--- src/rtl/sync_fifo_pkg.sv ---
// Shared types for the single-clock FIFO: per-cycle operation encoding.
// Latency: none (types and a pure function only).
// Backpressure: not applicable.
package sync_fifo_pkg;

  // Accepted operation in one cycle, encoded as {write, read}.
  typedef enum logic [1:0] {
    OP_IDLE = 2'b00,
    OP_RD   = 2'b01,
    OP_WR   = 2'b10,
    OP_BOTH = 2'b11
  } fifo_op_e;

  // Combine the accepted write/read strobes into one operation code.
  function automatic fifo_op_e decode_op(input logic wr_acc, input logic rd_acc);
    return fifo_op_e'({wr_acc, rd_acc});
  endfunction

endpackage

--- src/rtl/fifo_mem.sv ---
// Dual-port register array: synchronous write port, registered read port.
// Latency: write visible to a read one edge later; read data valid after the read edge.
// Backpressure: none; the caller only strobes accepted operations.
module fifo_mem #(
  parameter int DATA_WIDTH = 8,
  parameter int ADDR_WIDTH = 4
) (
  input  logic                  clk,
  input  logic                  rst,
  input  logic                  wr_vld_i,
  input  logic [ADDR_WIDTH-1:0] wr_addr_i,
  input  logic [DATA_WIDTH-1:0] wr_dat_i,
  input  logic                  rd_vld_i,
  input  logic [ADDR_WIDTH-1:0] rd_addr_i,
  output logic [DATA_WIDTH-1:0] rd_dat_o
);

  localparam int DEPTH = 1 << ADDR_WIDTH;

  logic [DATA_WIDTH-1:0] mem_q [DEPTH];
  logic [DATA_WIDTH-1:0] rd_dat_q;

  // Storage is deliberately left unreset; only the output register clears.
  always_ff @(posedge clk) begin
    if (wr_vld_i) begin
      mem_q[wr_addr_i] <= wr_dat_i;
    end
  end

  // Registered read port; holds its value until the next accepted read.
  // A same-edge write to the read address returns the old word, which is
  // what a full FIFO needs when reading and writing simultaneously.
  always_ff @(posedge clk) begin
    if (rst) begin
      rd_dat_q <= '0;
    end else if (rd_vld_i) begin
      rd_dat_q <= mem_q[rd_addr_i];
    end
  end

  assign rd_dat_o = rd_dat_q;

endmodule

--- src/rtl/sync_fifo.sv ---
// Single-clock FIFO of 2^ADDR_WIDTH words with full/empty flags.
// Latency: write readable one edge later; read data registered, valid after the read edge.
// Backpressure: writes on full (without a read) and reads on empty are silently dropped.
module sync_fifo
  import sync_fifo_pkg::*;
#(
  parameter int DATA_WIDTH = 8,
  parameter int ADDR_WIDTH = 4
) (
  input  logic                  clk,
  input  logic                  rst,
  input  logic                  wr_en,
  input  logic                  rd_en,
  input  logic [DATA_WIDTH-1:0] data_in,
  output logic [DATA_WIDTH-1:0] data_out,
  output logic                  full,
  output logic                  empty
);

  localparam logic [ADDR_WIDTH:0] DEPTH_CNT = (ADDR_WIDTH+1)'(1 << ADDR_WIDTH);

  logic [ADDR_WIDTH-1:0] wr_ptr_q, wr_ptr_d;
  logic [ADDR_WIDTH-1:0] rd_ptr_q, rd_ptr_d;
  logic [ADDR_WIDTH:0]   count_q, count_d;
  logic                  wr_acc;
  logic                  rd_acc;
  fifo_op_e              op;

  assign full  = (count_q == DEPTH_CNT);
  assign empty = (count_q == '0);

  // A read frees a slot in the same edge, so a full FIFO can also accept a write.
  assign rd_acc = rd_en && !empty;
  assign wr_acc = wr_en && (!full || rd_acc);
  assign op     = decode_op(wr_acc, rd_acc);

  // Next-state for pointers and occupancy from the accepted operation.
  always_comb begin
    wr_ptr_d = wr_ptr_q;
    rd_ptr_d = rd_ptr_q;
    count_d  = count_q;
    if (wr_acc) begin
      wr_ptr_d = wr_ptr_q + 1'b1;
    end
    if (rd_acc) begin
      rd_ptr_d = rd_ptr_q + 1'b1;
    end
    case (op)
      OP_WR:   count_d = count_q + 1'b1;
      OP_RD:   count_d = count_q - 1'b1;
      default: count_d = count_q;
    endcase
  end

  // Pointer and count registers; reset discards all stored words.
  always_ff @(posedge clk) begin
    if (rst) begin
      wr_ptr_q <= '0;
      rd_ptr_q <= '0;
      count_q  <= '0;
    end else begin
      wr_ptr_q <= wr_ptr_d;
      rd_ptr_q <= rd_ptr_d;
      count_q  <= count_d;
    end
  end

  fifo_mem #(
    .DATA_WIDTH(DATA_WIDTH),
    .ADDR_WIDTH(ADDR_WIDTH)
  ) u_mem (
    .clk      (clk),
    .rst      (rst),
    .wr_vld_i (wr_acc),
    .wr_addr_i(wr_ptr_q),
    .wr_dat_i (data_in),
    .rd_vld_i (rd_acc),
    .rd_addr_i(rd_ptr_q),
    .rd_dat_o (data_out)
  );

endmodule

--- config.mk ---
export PLATFORM = sky130hd
export DESIGN_NAME = sync_fifo
export DESIGN_NICKNAME = d
export VERILOG_FILES = /design/src/rtl/sync_fifo_pkg.sv /design/src/rtl/fifo_mem.sv /design/src/rtl/sync_fifo.sv
export SDC_FILE = /design/constraint.sdc
export NUM_CORES = 1
export LEC_CHECK = 0
export ABC_AREA = 1
export ABC_CLOCK_PERIOD_IN_PS = 2000
export CAP_MARGIN = 10
export CORE_MARGIN = 1
export CORE_UTILIZATION = 38
export CTS_BUF_LIST = sky130_fd_sc_hd__clkbuf_16
export DETAILED_ROUTE_END_ITERATION = 12
export DONT_BUFFER_PORTS = 1
export PLACE_DENSITY = 0.49
export SETUP_SLACK_MARGIN = 0.1
export SYNTH_ARGS = -nofsm -noshare
export SYNTH_HDL_FRONTEND = slang
export SYNTH_SLANG_ARGS = --single-unit
--- constraint.sdc ---
create_clock -name clk -period 2 [get_ports clk]
set_input_delay 0.2 -clock clk [delete_from_list [all_inputs] [get_ports clk]]
set_output_delay 0.2 -clock clk [all_outputs]
set_load 0.01 [all_outputs]
# After elaboration in Yosys (flattened, before gate mapping)
# Memories as Yosys holds them, arrays and structs flattened. A register that Yosys moved wholly into a read port is not among the register bits.
# Index checks and enable logic that the tools add are counted.
# Widths: inputs -> output; s select.
# classes
addsub	4
n_eq_ne	3
n_mux	3
reduce_logical	7
# ops
op	n
$pmux 5 s2	1
$add 4x1->4 const B	2
$add 5x1->5 const B	1
$eq 5x5->1 const B	1
$logic_not 5->1	1
$sub 5x1->5 const B	1
$eq 2x1->1 const B	1
$eq 2x2->1 const B	1
$logic_and 1x1->1	2
$logic_not 1->1	2
$mux 1	2
$reduce_bool 2->1	1
$logic_or 1x1->1	1
# word_totals
register_bits	13
mem_bits_rw	128
inputBits	12
out_inout_bits	10
elab_cells	21
memories	1
# memory_table
name	depth	width	read_ports	rd_ports_with_merged_regs	wr	line	text
u_mem.mem_q	16	8	1	1	1	fifo_mem.sv:20	logic [DATA_WIDTH-1:0] mem_q [DEPTH];

# Logic depth before layout (Yosys ltp)
# Gate-level depths: netlist of run 1.
# depth
word_depth	7
mapped_depth	13
depth_no_buf	13

# Hierarchy
# A second synthesis of run 1 with hierarchy kept.
# unflattened
hier_cells	588
hier_area_um2	6321.1
# by_module_without_submodules
mod	instances	cells_each	area_per_inst_um2	seq_area_each_um2
fifo_mem	1	490	5577.8	4003.8
sync_fifo	1	98	743.2	260.2

# Least setup slack after synthesis of run 1
# Ideal clock, no wire load.
# synth_timing
kind	reg-to-reg
startpoint	register count_q[1]
endpoint	register count_q[3]
setup_time_ps	116
arrival_time_ps	1621
required_time_ps	1884
slack_ps	263
path_stages_with_launch	13
n_path_buf	0
period_less_slack_ps	1737
path_cell_list	dfxtp_1 -> nor2_1 -> nand3_1 -> nand2_2 -> inv_2 -> nand2_2 -> inv_1 -> ha_1 -> a21oi_1 -> nand2_1 -> xor2_1 -> nor2_1 -> nor2_1
# synth_between
elab_chain_len	7
word_cells_on_any_way	13
classes_between	2 x add/sub; 3 x eq/ne; 1 x mux; 7 x reduce/logical
# synth_lines
item	line	text
start, declared	sync_fifo.sv:24	logic [ADDR_WIDTH:0] count_q, count_d;
start signal, assigned	sync_fifo.sv:64	count_q <= count_d;
$logic_not 5->1	sync_fifo.sv:30	assign empty = (count_q == '0);
$logic_not 1->1	sync_fifo.sv:33	assign rd_acc = rd_en && !empty;
$logic_and 1x1->1	sync_fifo.sv:33	
$logic_or 1x1->1	sync_fifo.sv:34	assign wr_acc = wr_en && (!full || rd_acc);
$logic_and 1x1->1	sync_fifo.sv:34	
$eq 2x1->1 / $eq 2x2->1 (equally long branches)	sync_fifo.sv:48	case (op)
$pmux 5 s2 / $reduce_bool 2->1 (equally long branches)	-	
# Several ways; a longest one is shown, not always the timed one.
# A chain may end at the register's enable or synchronous reset.

# Worst setup path after layout of run 1
# layout_timing
startpoint	register count_q[2]
endpoint	memory u_mem.mem_q[5][1] (enable)
# layout_between
elab_chain_len	7
word_cells_on_any_way	9
classes_between	1 x eq/ne; 2 x mux; 6 x reduce/logical
# layout_lines
item	line	text
$logic_not 5->1	sync_fifo.sv:30	
$logic_not 1->1	sync_fifo.sv:33	
$logic_and 1x1->1	sync_fifo.sv:33	
$logic_or 1x1->1 *	sync_fifo.sv:34	
$logic_and 1x1->1 *	sync_fifo.sv:34	
$mux 1 *	fifo_mem.sv:25	if (wr_vld_i) begin
$mux 1 (implied by the code) *	fifo_mem.sv:26	mem_q[wr_addr_i] <= wr_dat_i;
end, declared	fifo_mem.sv:20	
# Every way passes the cells marked *; elsewhere a longest branch is shown, timed or not.

==> metrics.yaml, run 1 <==
die_w_um: 133
core_mm2: 0.0167
crit_path_start_kind: "flip-flop"
stdcell_count: 905
avgSynthCellArea_um2: 9.95
critical_path.slowest_cell: "nor2_1"
cellPowerDensity_mw_per_mm2: 1210
num_antenna_cells: 0
drtIter0Drc: 206
fin_crit_ns: 1.91
ys_ff_latch: 149
row_count: 47
tightest_slew_ns: 0.867
pre_cts_slack_ns: 0.0529
ir_drop_uv: 789
power.leakage_nw: 3.10
cts_tree: "done"
slew_headroom_pct: 42.0
hold_class: "in -> reg"
fin_skew_ns: 0.00712
crit_fanout: 8
max_freq_mhz: 523
grt_pass1_wl_um: 24300
nets: 693
die_y_um: 133
clk_pin_slew_ns: 0.06
drt-total-wl_um: 15400
maxSlewViolCount: 0
dpl.hpwl_um: 10000
vias: 4351
finalHoldViolCount: 0
grt_pass1_vias: 4397
syn_to_final_growth_pct: 15.5
port_buffers: 0
drive_gt1_share_pct: 11.5
yosysSeqAreaShare_pct: 65.0
place_area_mm2: 0.00675
final.period_utilization_pct: 95.7
cp.arrival_ns: 1.96
wl_per_cell_um: 17.1
max_stage_delay_ns: 0.62
synth_nets: 680
clock_sinks: 149
regToRegSetupSlack_ns: 0.09
drtAntennaViolNets: 0
finalSetupViolCount: 0
syn_area_mm2: 0.00656
htree_levels: 4
pin_count: 22
yosysWarningCount: 0
grt.overflow.total: 0
yosysUniqueCellTypes: 24
dieArea_mm2: 0.0178
cts-root-buf: "clkbuf_16"
initial_utilization_pct: 39.3
maxCapViolCount: 0
place_congestion: 0.790
drcViolationCount: 0
antenna_found_initial: 0
crit_family: "simple AND/OR/NAND/NOR gates"
vias_per_cell: 4.81
synthCells: 659
clock_latency_ns: 0.42
status: "finished, final reports clean"
worstPathRequired_ns: 2.05
stdcell_area_mm2: 0.00758
firstDrtPassIters: 4
numCtsBuffers: 17
postCtsSetupBuffers: 0
placed_cells: 864
layout_setup_ws_ns: 0.0865
rsz0062_at_grt: "yes"
grtUsageTotal_pct: 18.5
crit_type: "reg -> reg"
crit_chain: "nor2_2 -> nand3_1 -> o21ai_2 -> inv_2 -> nand2_1 -> nor2_1"
clockBufferDepth: 2
cp_num_buf_inv: 1
cp-end-kind: "flip-flop"
grt_max_degree: 35
where the power goes:
| part | switching (mW) | leakage [nW] | internal (mW) |
|---|---|---|---|
| logic | 1.28 | 1.45 | 0.599 |
| clock network | 1.25 | 0.315 | 2.32 |
| registers | 0.138 | 1.33 | 3.54 |
| total | 2.67 | 3.10 | 6.47 |
synthesized netlist by cell type (all sizes together):
library cell | count | share of area (%)
a21oi | 9 | 0.74
o21ai | 17 | 1.4
xnor2 | 1 | 0.13
edfxtp | 128 | 59
buf | 23 | 2.6
clkinv | 2 | 0.11
nand3 | 99 | 7.6
o21bai | 1 | 0.11
inv | 91 | 5.2
dfxtp | 21 | 6.4
nand3b | 1 | 0.11
ha | 8 | 1.5
xor2 | 2 | 0.27
nor2 | 62 | 3.6
clkbuf | 5 | 0.29
nand2 | 188 | 11
fa | 1 | 0.31
timing repair:
item | 4_1_cts | 5_1_grt
gates resized for setup | 8 | 14
pin swaps | 0 | 1
endpoints found under the setup margin | 77 | 87
endpoints found under the hold margin | 139 | 0
hold buffers | 9 | 0
routing by layer:
| metal | up-vias | GRT usage [%] | wire [um] |
|---|---|---|---|
| met5 | - | 0 | 0 |
| met1 | 2076 | 23.5 | 6840 |
| met2 | 78 | 30.4 | 7560 |
| li1 | 2173 | - | - |
| met4 | 0 | 7.83 | 380 |
| met3 | 24 | 4.30 | 657 |
placed cells by master, fill, tap and decap left out, drive strengths merged:
cell,instances
clkbuf,17
nand2,188
edfxtp,128
nand3,99
clkinvlp,3
nand3b,1
o21ai,17
a21oi,9
dfxtp,21
fa,1
clkinv,7
nor2,62
inv,92
ha,8
bufinv,6
dlygate4sd3,9
xnor2,1
buf,13
o21bai,1
xor2,2
cell type report:
class	count	area [um^2]
fillers	1588	9130
flip-flops and latches	149	4270
multi-input cells	389	1820
clock buffers	17	425
inverters	93	349
well taps	220	275
clock inverters	15	236
repair buffers	22	200
sequential cells by signal, indices dropped and copies added (netlist names):
name            flops
count_q             5
rd_ptr_q            4
u_mem.rd_dat_o      8
u_mem.mem_q       128
wr_ptr_q            4
metrics by stage:
step | total power [mW] | utilization, % | setup TNS [ns] | hold slack (ns)
after CTS | 9.17 | 45.1 | 0 | 0.0548
after global routing | 9.57 | 45.4 | -1.06 | 0.0803
after detailed placement | 5.51 | 40.4 | 0 | 0.266
final | 9.13 | 45.4 | 0 | 0.0729
after global placement | 5.49 | 40.4 | 0 | 0.265
after floorplan | 5.06 | - | 0 | 0.299
logic make-up after synthesis:
group           Yosys count  synth area share, %
simple gates            350                 22.2
fa+ha+maj                 9                 1.83
buf+inv                 121                 8.24
compound gates           27                 2.27
flops                   149                 65.0
xor+xnor                  3                0.401
worst paths after layout:
kind,start,to,cells past startpoint
setup / recovery,count_q[2]$_SDFFE_PP0P_,u_mem.mem_q[5][1]$_DFFE_PP_,6
hold / removal,rd_en,rd_ptr_q[1]$_SDFFE_PP0N_,3
hold reg to reg,count_q[4]$_SDFFE_PP0P_,count_q[4]$_SDFFE_PP0P_,2
setup reg to reg,count_q[2]$_SDFFE_PP0P_,u_mem.mem_q[5][1]$_DFFE_PP_,6
worst register-to-register path, stage by stage, from the launching register on:
cell	delay, ns
dfxtp_2	0.37
nor2_2	0.07
nand3_1	0.11
o21ai_2	0.09
inv_2	0.10
nand2_1	0.18
nor2_1	0.62
Note: power is estimated with default switching activity, not from simulation.
==> run 2, diff against run 1 <==
--- a/config.mk
+++ b/config.mk
@@ -8,13 +8,14 @@
 export ABC_AREA = 1
 export ABC_CLOCK_PERIOD_IN_PS = 2000
 export CAP_MARGIN = 10
-export CORE_MARGIN = 1
+export CORE_MARGIN = 2
 export CORE_UTILIZATION = 38
 export CTS_BUF_LIST = sky130_fd_sc_hd__clkbuf_16
 export DETAILED_ROUTE_END_ITERATION = 12
 export DONT_BUFFER_PORTS = 1
 export PLACE_DENSITY = 0.49
 export SETUP_SLACK_MARGIN = 0.1
+export SLEW_MARGIN = 5
 export SYNTH_ARGS = -nofsm -noshare
 export SYNTH_HDL_FRONTEND = slang
 export SYNTH_SLANG_ARGS = --single-unit
==> run 2 against run 1 <==
  * Non-clock buffer count decreased by 4
  * Critical path type unchanged
  * Clock power decreased by 13%
  * Sequential power about the same
  * Routed wire length decreased by 1.1%
  * Worst setup slack improved by 0.10 ns
  * Total power decreased by 4.8%
  * Hold slack got worse by 0.0058 ns
  * Sequential cell count unchanged
  * Final cell count increased by 0.11%
  * Fmax increased by 5.5%
  * Die area increased by 3.0%
==> metrics.yaml, run 2 (synthesis gave the netlist of run 1 again) <==
final_common_cell: "nand2_1"
slew_headroom_pct: 43.1
crit_path_start_kind: "flip-flop"
drtAntennaViolNets: 0
firstDrtPassIters: 5
status: "finished, final reports clean"
drcViolationCount: 0
htree_levels: 4
top_register: "u_mem.mem_q"
grt_max_degree: 59
grtUsageTotal_pct: 17.9
wl_per_cell_um: 16.8
tns_ns: 0
largest_reg_flops: 128
numCtsBuffers: 17
clock_latency_ns: 0.42
vias_per_cell: 4.75
postCtsSetupBuffers: 0
cp.arrival_ns: 2.13
stdcell_count: 906
dieArea_mm2: 0.0183
clk_pin_slew_ns: 0.06
grt_pass1_wl_um: 23800
core_mm2: 0.0171
crit_type: "reg -> reg"
row_count: 48
cellPowerDensity_mw_per_mm2: 1160
port_buffers: 0
vias: 4301
dpl.hpwl_um: 10100
fin_crit_ns: 1.81
clockBufferDepth: 2
rsz0062_at_grt: "yes"
num_antenna_cells: 0
cts_tree: "done"
drive_gt1_share_pct: 11.7
final_cell_mix: "182 x nand2_1, 128 x edfxtp_1, 98 x nand3_1"
crit_fanout: 3
drtIter0Drc: 270
maxCapViolCount: 0
tightest_slew_ns: 0.850
placed_cells: 865
syn_to_final_growth_pct: 14.2
initial_utilization_pct: 38.5
grt_pass1_vias: 4370
drt-total-wl_um: 15300
clock_sinks: 149
fin_util_pct: 43.9
finalSetupViolCount: 0
fin_skew_ns: 0.00780
cts-root-buf: "clkbuf_16"
finalHoldViolCount: 0
final.period_utilization_pct: 90.7
maxSlewViolCount: 0
die_y_um: 135
antenna_found_initial: 0
grt.overflow.total: 0
place_congestion: 0.804
hold_class: "in -> reg"
power.leakage_nw: 3.05
pin_count: 22
worstPathRequired_ns: 2.31
nets: 689
die_w_um: 135
ir_drop_uv: 648
cp-end-kind: "flip-flop"
max_freq_mhz: 551
run 2: cell count changes in the layout (fill, tap and decap cells not counted), moves of 2 or more:
cell | before | now
buf_4 | 12 | 7
bufinv_16 | 6 | 2
clkinv_4 | 2 | 4
inv_6 | 0 | 3
nor2_1 | 50 | 45
nor2_2 | 12 | 17
run 2: final cells by class:
class,count,area (um^2)
inverters,93,349
clock buffers,17,425
well taps,225,282
repair buffers,18,183
multi-input cells,389,1830
flip-flops and latches,149,4270
clock inverters,15,154
fillers,1664,9570
run 2: final timing paths:
kind | start | end | slack (ns) | cells after the start
setup / recovery | count_q[3]$_SDFFE_PP0P_ | count_q[4]$_SDFFE_PP0P_ | 0.19 | 11
hold / removal | wr_en | wr_ptr_q[3]$_SDFFE_PP0P_ | 0.07 | 4
setup reg to reg | count_q[3]$_SDFFE_PP0P_ | count_q[4]$_SDFFE_PP0P_ | 0.19 | 11
hold reg to reg | wr_ptr_q[2]$_SDFFE_PP0P_ | wr_ptr_q[2]$_SDFFE_PP0P_ | 0.54 | 2
run 2: through the flow:
step	power (mW)	hold slack (ns)	worst slack [ns]	area [um^2]
global route	9.14	0.0709	0.00513	7490
floorplan	5.06	0.299	0.263	6560
CTS	8.70	0.0551	0.0628	7430
finish	8.70	0.0671	0.187	7490
global placement	5.50	0.266	0.103	6740
detailed placement	5.53	0.269	0.0655	6740
run 2: layer usage:
layer,vias to the layer above,part of all wire (%),routed length (um),GRT usage (%)
met1,2015,46,6950,23.2
li1,2162,-,-,-
met3,23,4.1,620,4.23
met2,101,49,7430,29.8
met4,0,1.7,257,5.61
met5,-,0,0,0
run 2: report_power, final:
group / internal [mW] / switching (mW)
combinational: 0.602 / 1.31
sequential: 3.54 / 0.148
clock: 1.84 / 1.26
run 2: worst max-delay path, stage by stage, from the launching register on:
cell      delay [ns]
dfxtp_2         0.38
nor2_2          0.06
nand3_2         0.09
nand2_2         0.06
inv_2           0.06
nand2_2         0.09
fa_1            0.42
nand3b_1        0.20
nand3_1         0.09
nand2_1         0.07
a21oi_1         0.12
nor2_1          0.06
run 2: repair_timing:
item                                    4_1_cts  5_1_grt
endpoints found under the hold margin       139        0
cloned                                        0        0
gates resized for setup                       6       19
pin swaps                                     1        0
hold buffers                                  9        0
endpoints found under the setup margin       58       90
==> run 3, diff against run 2 <==
--- a/config.mk
+++ b/config.mk
@@ -9,11 +9,11 @@
 export ABC_CLOCK_PERIOD_IN_PS = 2000
 export CAP_MARGIN = 10
 export CORE_MARGIN = 2
-export CORE_UTILIZATION = 38
+export CORE_UTILIZATION = 35
 export CTS_BUF_LIST = sky130_fd_sc_hd__clkbuf_16
 export DETAILED_ROUTE_END_ITERATION = 12
 export DONT_BUFFER_PORTS = 1
-export PLACE_DENSITY = 0.49
+export PLACE_DENSITY = 0.46
 export SETUP_SLACK_MARGIN = 0.1
 export SLEW_MARGIN = 5
 export SYNTH_ARGS = -nofsm -noshare
==> run 3 against run 2 <==
  * Sequential power hardly changed
  * Largest cell class unchanged
  * Clock power hardly changed
  * Highest routed layer unchanged
  * Fmax is 1.7% lower
  * Hold slack better by 0.011 ns
  * Register-to-register slack worse by 0.03 ns
  * Global-route usage is 0.92 points lower
==> metrics.yaml, run 3 (synthesis gave the netlist of run 1 again) <==
slew_headroom_pct: 43.1
placed_cells: 877
maxCapViolCount: 0
multiInputGateArea_mm2: 0.00181
regArea_mm2: 0.00427
power.leakage_nw: 3.09
initial_utilization_pct: 35.4
antenna_found_initial: 0
comb_power_share_pct: 21.7
fin_crit_ns: 1.85
crit_fanout: 4
max_stage_delay_ns: 0.34
met3_usage_pct: 4.62
grt_max_degree: 46
grt.overflow.total: 0
cp-end-kind: "flip-flop"
nets: 692
largest_reg_flops: 128
top_register: "u_mem.mem_q"
die_w_um: 141
maxSlewViolCount: 0
wl_per_cell_um: 17.4
nFillCells: 1819
crit_chain: "nor2_2 -> nand3_1 -> nand2_2 -> inv_2 -> nand2_2 -> inv_1 -> ha_1 -> a21oi_1 -> nand2_1 -> xor2_1 -> nor2_1 -> nor2_1"
core_mm2: 0.0185
cts_tree: "done"
hold_class: "in -> reg"
tightest_slew_ns: 0.851
fin_skew_ns: 0.0250
drt-total-wl_um: 16000
firstDrtPassIters: 6
status: "finished, final reports clean"
drcViolationCount: 0
stdcell_area_mm2: 0.00750
clkPwrFrac_pct: 36.1
row_count: 50
clockBufferDepth: 2
clock_latency_ns: 0.43
vias: 4309
switching_share_pct: 30.3
p_switching_mw: 2.63
die_y_um: 141
drive_gt1_share_pct: 10.8
final_common_cell: "nand2_1"
stdcell_count: 918
max_freq_mhz: 542
top_usage_layer: "met2"
grtUsageTotal_pct: 17.0
finalHoldViolCount: 0
ir_drop_uv: 641
dpl.hpwl_um: 10300
final_cell_mix: "182 x nand2_1, 128 x edfxtp_1, 99 x nand3_1"
use_met2_pct: 27.4
grt_pass1_vias: 4321
place_area_mm2: 0.00678
critical_path.slowest_cell: "dfxtp_1"
port_buffers: 0
crit_type: "reg -> reg"
worstPathRequired_ns: 2.31
syn_to_final_growth_pct: 14.3
drtIter0Drc: 376
clock_sinks: 149
final.period_utilization_pct: 92.3
crit_path_start_kind: "flip-flop"
clk_pin_slew_ns: 0.06
seqPwrFrac_pct: 42.2
grt_pass1_wl_um: 24600
grt_use_met1_pct: 21.9
cp.arrival_ns: 2.16
cellPowerDensity_mw_per_mm2: 1160
numCtsBuffers: 17
cts-root-buf: "clkbuf_16"
dieArea_mm2: 0.0199
drtAntennaViolNets: 0
htree_levels: 4
vias_per_cell: 4.69
finalSetupViolCount: 0
num_antenna_cells: 0
postCtsSetupBuffers: 0
p_int_mw: 6.05
pin_count: 22
rsz0062_at_grt: "yes"
place_congestion: 0.796
==> run 3: cell count changes in the layout (fill, tap and decap cells not counted), sizes merged <==
cell      delta
buf          +3
bufinv       +1
clkinv       +1
clkinvlp     -1
inv          -1
==> run 3: area by class of cell <==
| class | count | area share, % |
|---|---|---|
| Timing Repair Buffer | 21 | 2.74 |
| Clock buffer | 17 | 5.68 |
| Sequential cell | 149 | 56.9 |
| Tap cell | 234 | 3.91 |
| Multi-Input combinational cell | 389 | 24.2 |
| Clock inverter | 15 | 1.97 |
| Inverter | 93 | 4.66 |
==> run 3: critical path, delay by kind of cell, from the launching register on <==
kind	cells	cell delay (ns)
and+or+nand+nor	7	0.66
xor gates and xnor gates	1	0.14
DFF	1	0.34
AOI/OAI and AO/OA	1	0.14
adders and majority gates	1	0.34
buffers and inverters	2	0.12
==> run 3: final timing paths <==
kind | startpoint | end | slack [ns] | cells after the start
setup reg to reg | count_q[1]$_SDFFE_PP0P_ | count_q[3]$_SDFFE_PP0P_ | 0.15 | 12
setup / recovery | count_q[1]$_SDFFE_PP0P_ | count_q[3]$_SDFFE_PP0P_ | 0.15 | 12
hold reg to reg | wr_ptr_q[2]$_SDFFE_PP0P_ | wr_ptr_q[2]$_SDFFE_PP0P_ | 0.53 | 2
hold / removal | wr_en | wr_ptr_q[3]$_SDFFE_PP0P_ | 0.08 | 4
==> run 3: power groups by stage <==
stage               registers [mW]  logic [mW]  clock network [mW]
global route                  3.68        2.13                3.33
CTS                           3.67        1.90                3.18
floorplan                     3.69        1.37                   0
finish                        3.67        1.88                3.13
global placement              3.73        1.79                   0
detailed placement            3.73        1.81                   0
==> run 3: stage by stage <==
step	total power [mW]	utilization, %	setup TNS [ns]	worst slack (ns)	hold WS [ns]
after detailed placement	5.54	36.6	0	0.0253	0.266
after floorplan	5.06	-	0	0.263	0.299
after global placement	5.52	36.6	0	0.0722	0.265
after CTS	8.75	40.3	0	0.0570	0.0574
final	8.68	40.5	0	0.155	0.0780
after global routing	9.14	40.5	-0.0977	-0.0603	0.0803
==> run 3: repair_timing <==
item / in CTS / in global routing
endpoints found under the hold margin: 139 / 0
endpoints found under the setup margin: 65 / 85
resized for setup: 7 / 13
hold buffers: 9 / 0
==> run 3: metal layers <==
layer  share of wire, %  wire, um
met5                  0         0
met4                2.1       337
met3                4.6       735
met2                 48      7720
met1                 45      7160
